$ cat config.mk
export PLATFORM = sky130hd
export DESIGN_NAME = sub_pipe
export DESIGN_NICKNAME = d
export VERILOG_FILES = /design/src/rtl/sub_pipe_pkg.sv /design/src/rtl/sub_pipe_bl_group4.sv /design/src/rtl/sub_pipe.sv
export SDC_FILE = /design/constraint.sdc
export NUM_CORES = 1
export LEC_CHECK = 0
export BUFFER_PORTS_ARGS = -buffer_cell sky130_fd_sc_hd__buf_4
export CAP_MARGIN = 20
export CORE_MARGIN = 5
export CORE_UTILIZATION = 35
export CTS_BUF_LIST = sky130_fd_sc_hd__clkbuf_4 sky130_fd_sc_hd__clkbuf_8
export DETAILED_ROUTE_END_ITERATION = 8
export GPL_ROUTABILITY_DRIVEN = 0
export PLACE_DENSITY_LB_ADDON = 0.1
export SYNTH_ARGS = -nofsm -noshare
export SYNTH_HDL_FRONTEND = slang
export SYNTH_SLANG_ARGS = --single-unit
export TNS_END_PERCENT = 1
$ cat constraint.sdc
create_clock -name clk -period 3.9 [get_ports clk]
set_clock_uncertainty 0.2 [all_clocks]
set_input_delay 0.78 -clock clk [delete_from_list [all_inputs] [get_ports clk]]
set_output_delay 0.78 -clock clk [all_outputs]
set_load 0.02 [all_outputs]
$ cat src/rtl/sub_pipe_pkg.sv
// Shared constants and the two-input (g,p) prefix combine cell for sub_pipe.
package sub_pipe_pkg;

  localparam int W_DEF    = 24;
  localparam int GRP      = 4;
  localparam int NGRP_DEF = W_DEF / GRP;

  typedef struct packed {
    logic g;
    logic p;
  } gp_t;

  // Borrow semantics match carry semantics: hi generates, or hi propagates lo.
  function automatic gp_t gp_combine(input gp_t hi, input gp_t lo);
    gp_t r;
    r.g = hi.g | (hi.p & lo.g);
    r.p = hi.p & lo.p;
    return r;
  endfunction

endpackage

$ cat src/rtl/sub_pipe_bl_group4.sv
// 4-bit borrow-lookahead group: group generate/propagate and internal borrows.
module bl_group4 (
  input  logic [3:0] g,
  input  logic [3:0] p,
  input  logic       cin,
  output logic       g_grp,
  output logic       p_grp,
  output logic [3:1] c
);

  // Fully expanded lookahead; c[i] is the borrow into bit i of the group.
  always_comb begin
    c[1]  = g[0] | (p[0] & cin);
    c[2]  = g[1] | (p[1] & g[0]) | (p[1] & p[0] & cin);
    c[3]  = g[2] | (p[2] & g[1]) | (p[2] & p[1] & g[0]) | (p[2] & p[1] & p[0] & cin);
    g_grp = g[3] | (p[3] & g[2]) | (p[3] & p[2] & g[1]) | (p[3] & p[2] & p[1] & g[0]);
    p_grp = &p;
  end

endmodule

$ cat src/rtl/sub_pipe.sv
// Two-stage elastic mantissa subtractor: diff = (a - b - bin) mod 2^W.
// S1 registers bitwise g/p/h and group G/P; S2 resolves borrows and registers the result.
module sub_pipe
  import sub_pipe_pkg::*;
#(
  parameter int W = W_DEF
) (
  input  logic         clk,
  input  logic         rst_n,
  input  logic         in_valid,
  output logic         in_ready,
  input  logic [W-1:0] a,
  input  logic [W-1:0] b,
  input  logic         bin,
  output logic         out_valid,
  input  logic         out_ready,
  output logic [W-1:0] diff,
  output logic         bout,
  output logic         zero
);

  localparam int NG = W / GRP;

  logic         s1_v_q, s2_v_q;
  logic [W-1:0] s1_g_q, s1_p_q, s1_h_q;
  logic [NG-1:0] s1_gg_q, s1_gp_q;
  logic         s1_bin_q;
  logic [W-1:0] diff_q, diff_d;
  logic         bout_q, bout_d, zero_q, zero_d;

  logic         s1_adv, s2_adv;
  logic [W-1:0] g_d, p_d, h_d;
  logic [NG-1:0] gg_d, gp_d;
  logic [3*NG-1:0] c_s1_unused;
  logic [2*NG-1:0] gp_s2_unused;
  logic [NG:0]  gbin;
  logic [W-1:0] c_s2;

  // Back-pressure travels backwards combinationally; in_valid never feeds in_ready.
  assign s2_adv   = ~s2_v_q | out_ready;
  assign s1_adv   = ~s1_v_q | s2_adv;
  assign in_ready = s1_adv;

  assign g_d = ~a & b;
  assign p_d = ~(a ^ b);
  assign h_d = a ^ b;

  for (genvar gi = 0; gi < NG; gi++) begin : g_s1_grp
    bl_group4 u_gp (
      .g    (g_d[GRP*gi +: GRP]),
      .p    (p_d[GRP*gi +: GRP]),
      .cin  (1'b0),
      .g_grp(gg_d[gi]),
      .p_grp(gp_d[gi]),
      .c    (c_s1_unused[3*gi +: 3])
    );
  end

  // Prefix-combine group (G,P) with bin to form each group's borrow-in.
  always_comb begin
    gp_t acc;
    acc  = '{g: s1_bin_q, p: 1'b0};
    gbin = '0;
    for (int k = 0; k < NG; k++) begin
      gbin[k] = acc.g;
      acc     = gp_combine('{g: s1_gg_q[k], p: s1_gp_q[k]}, acc);
    end
    gbin[NG] = acc.g;
  end

  for (genvar gi = 0; gi < NG; gi++) begin : g_s2_grp
    assign c_s2[GRP*gi] = gbin[gi];
    bl_group4 u_res (
      .g    (s1_g_q[GRP*gi +: GRP]),
      .p    (s1_p_q[GRP*gi +: GRP]),
      .cin  (gbin[gi]),
      .g_grp(gp_s2_unused[2*gi]),
      .p_grp(gp_s2_unused[2*gi+1]),
      .c    (c_s2[GRP*gi+1 +: 3])
    );
  end

  assign diff_d = s1_h_q ^ c_s2;
  assign bout_d = gbin[NG];
  assign zero_d = ~|diff_d;

  // Stage 1: capture per-bit and per-group lookahead terms when the stage advances.
  always_ff @(posedge clk) begin
    if (!rst_n) begin
      s1_v_q <= 1'b0;
    end else if (s1_adv) begin
      s1_v_q <= in_valid;
      if (in_valid) begin
        s1_g_q   <= g_d;
        s1_p_q   <= p_d;
        s1_h_q   <= h_d;
        s1_gg_q  <= gg_d;
        s1_gp_q  <= gp_d;
        s1_bin_q <= bin;
      end
    end
  end

  // Stage 2: register the resolved result; holds while the consumer stalls.
  always_ff @(posedge clk) begin
    if (!rst_n) begin
      s2_v_q <= 1'b0;
      diff_q <= '0;
      bout_q <= 1'b0;
      zero_q <= 1'b0;
    end else if (s2_adv) begin
      s2_v_q <= s1_v_q;
      if (s1_v_q) begin
        diff_q <= diff_d;
        bout_q <= bout_d;
        zero_q <= zero_d;
      end
    end
  end

  assign out_valid = s2_v_q;
  assign diff      = diff_q;
  assign bout      = bout_q;
  assign zero      = zero_q;

endmodule

==> summary.md <==
| Metric | Value |
|---|---|
| First-pass detailed-route iteration total | `4` |
| Arr. time, crit path | `2680 ps` |
| Crit start category | `flip-flop` |
| Diode count | `0` |
| # resized after CTS | `0` |
| CTS H-tree depth | `3` |
| Status | `finished clean` |
| Vias | `between 3,000 and 4,000` |
| Post-route clock period utilization | `66.1%` |
| # setup viols final | `0` |
| Synth cell types | `57` |
| Cell Area, Placed | `0.00549 mm2` |
| Layout Area Growth over Synthesis | `20.7%` |
| Initial core utilization | `35.6%` |
| Most common cell after layout, fill and taps aside | `buf_4` |
| Worst Path Required | `4000 ps` |
| Port-buffer cells | `80` |
| DRC | `0` |
| Slowest cell delay on critical path | `around 500 ps` |
| Final nets | `574` |
| Root Driver | `clkbuf_8` |
| Postcts setup bufs | `0` |
| Commonest non-fill, non-tap cells in the layout | `buf_4 (82), edfxtp_1 (73), inv_1 (52)` |
| Worst-margin pin slew | `903 ps` |
| Worst rel slew slack | `39.8%` |
| Worst hold path type | `reg -> reg` |
| Pre-CTS setup slack | `1280 ps` |
| DR vias/cell | `4.69` |
| Top delay family on crit path | `compound AO/OA/AOI/OAI gates` |
| Core Area | `0.0132 mm2` |
| Static leakage | `0.00237 uW` |
| Ys flop type | `edfxtp_1` |
| Clock insertion delay at the later pin of the skew report | `370 ps` |
| Clock slew at reported path FFs | `90 ps` |
| Post-Place Cells | `662` |
| 1st-iter DRT viols | `168` |
| Die H | `126 um` |
| Setup TNS | `0 ps` |
| Vias in the first global route | `3,200` |
| Clock Path Buffers | `2` |
| Reg2reg setup slack | `1320 ps` |
| Routed Wire Length | `9960 um` |
| CP Cell Sequence | `a211o_1 -> a2111oi_0 -> nor3_1 -> xnor2_1 -> nand4_1 -> nor4b_2 -> a32o_1` |
| DIE AREA | `about 0.016 mm2` |
| GRT Total Usage | `12.7%` |
| Cell area after synthesis | `0.00471 mm2` |
| CP Capture Type | `flip-flop` |
| Largest net degree at the start of global routing | `31` |
| Post-synth ARST share | `0%` |
| Peak VDD IR | `0.157 mV` |
| Slowest library cell on the worst path | `edfxtp_1` |
| Post-Syn Nets | `493` |
| Max Slew Vio Count | `0` |
| Die X | `~130 um` |
| CP Class | `reg -> reg` |
| Share of cells above drive strength 1 | `roughly 22%` |
| Register area share after synthesis | `approximately 58%` |
| DP Wirelength | `7670 um` |
| Finished Cell Area | `0.00568 mm2` |
| Synth Warn # | `0` |
| Final ANT Viol Nets | `0` |
| Wire length per cell | `14.7 um` |
| Cell Pwr Density | `389 mW/mm2` |
| GRT overflow | `0` |
| Core Util, Final | `42.9%` |
| Cells after synthesis | `416` |
| Setup ws final | `1320 ps` |
| Non-filler instance count after layout | `roughly 680` |
| Filler instances | `1,293` |
| Max Cap Viol | `0` |
| Crit-path max FO | `8` |
| Peak Freq | `roughly 0.39 GHz` |
| Buf/Inv on CP | `0` |
| CTS sink cnt | `101` |
| Avg Inst Size Synth | `11.3 um2` |
| First-pass GRT wire length | `roughly 16,000 um` |
| Initial antenna violation count | `0` |
| Post-synth EDFFs | `73` |
| Synth Register Bits | `101` |
| Crit path time final | `2580 ps` |
| RSZ-0062 raised after global routing | `false` |
| Fin. Hold Viols | `0` |
| Num CTS Buffers | `9` |
| Hold_buf cts | `0` |
| Top Ports | `81` |
| Row Count | `42` |
| CTS tree | `built` |
## final timing paths
path / from / end / depth (start not counted)
worst max-delay path: s1_bin_q / zero / 7
worst min-delay path: diff[22] / diff[22] / 2
worst min register to register: diff[22] / diff[22] / 2
worst max register to register: s1_bin_q / zero / 7
## Yosys cell counts (9+ instances only)
master / count / area, um2
a21oi_1: 17 / 85.1
ha_1: 24 / 300
a21boi_0: 13 / 97.6
o21ai_0: 10 / 50.1
nand2_1: 32 / 120
inv_1: 52 / 195
nand3_1: 9 / 45.0
nor2_1: 27 / 101
edfxtp_1: 73 / 2190
dfxtp_1: 28 / 561
## tightest hold or removal path: stages (launching register included)
cell and delay [ps]:
dfxtp_1 320, nand2_1 40, a21boi_0 60
## layer usage
layer | vias to the layer above | part of all wire [%] | GRT usage, %
met5 | - | 0 | 0
li1 | 1636 | - | -
met2 | 69 | 46 | 19.9
met1 | 1466 | 48 | 17.1
met3 | 6 | 4.9 | 3.34
met4 | 0 | 0.93 | 4.42
## metrics by stage
stage	hold WS (ps)	total power, uW
after detailed placement	260	1580
after global routing	290	2330
final	265	2210
after global placement	252	1580
after floorplan	282	1450
after CTS	273	2240
## registers in the layout, summed over array words and instances (netlist names)
name       count
zero           1
diff          24
s1_g_q        18
s1_p_q        18
s1_h_q        24
bout           1
s1_gp_q        6
s1_bin_q       1
s1_gg_q        6
s1_v_q         1
out_valid      1
## power by group
| part | internal [uW] | total, uW | switching [uW] | leakage (uW) |
|---|---|---|---|---|
| combinational | 131 | 297 | 166 | 0.00134 |
| clock | 303 | 658 | 355 | 0.0000957 |
| sequential | 1220 | 1260 | 36.2 | 0.000933 |
| total | 1650 | 2210 | 557 | 0.00237 |
## kinds of logic (layout without fill, tap and decap cells)
group,Yosys count,count (layout),share of synthesized area (%)
AND/OR/NAND/NOR,127,127,14.1
flip-flops,101,101,58.5
AO/OA/AOI/OAI,82,82,12.3
buffers and inverters,64,150,5.34
adder cells (fa/ha/maj),24,24,6.38
XOR/XNOR,16,16,2.98
multiplexers,2,2,0.425
## cell type report
type | count | area (um2) | share of cell area (%)
multi-input combinational | 251 | 1710 | 30.0
sequential | 101 | 2750 | 48.4
clock inverter | 6 | 63.8 | 1.12
timing repair buffer | 82 | 616 | 10.8
tap | 176 | 220 | 3.87
clock buffer | 10 | 131 | 2.31
inverter | 52 | 195 | 3.43
(Power assumes the default switching activity.)
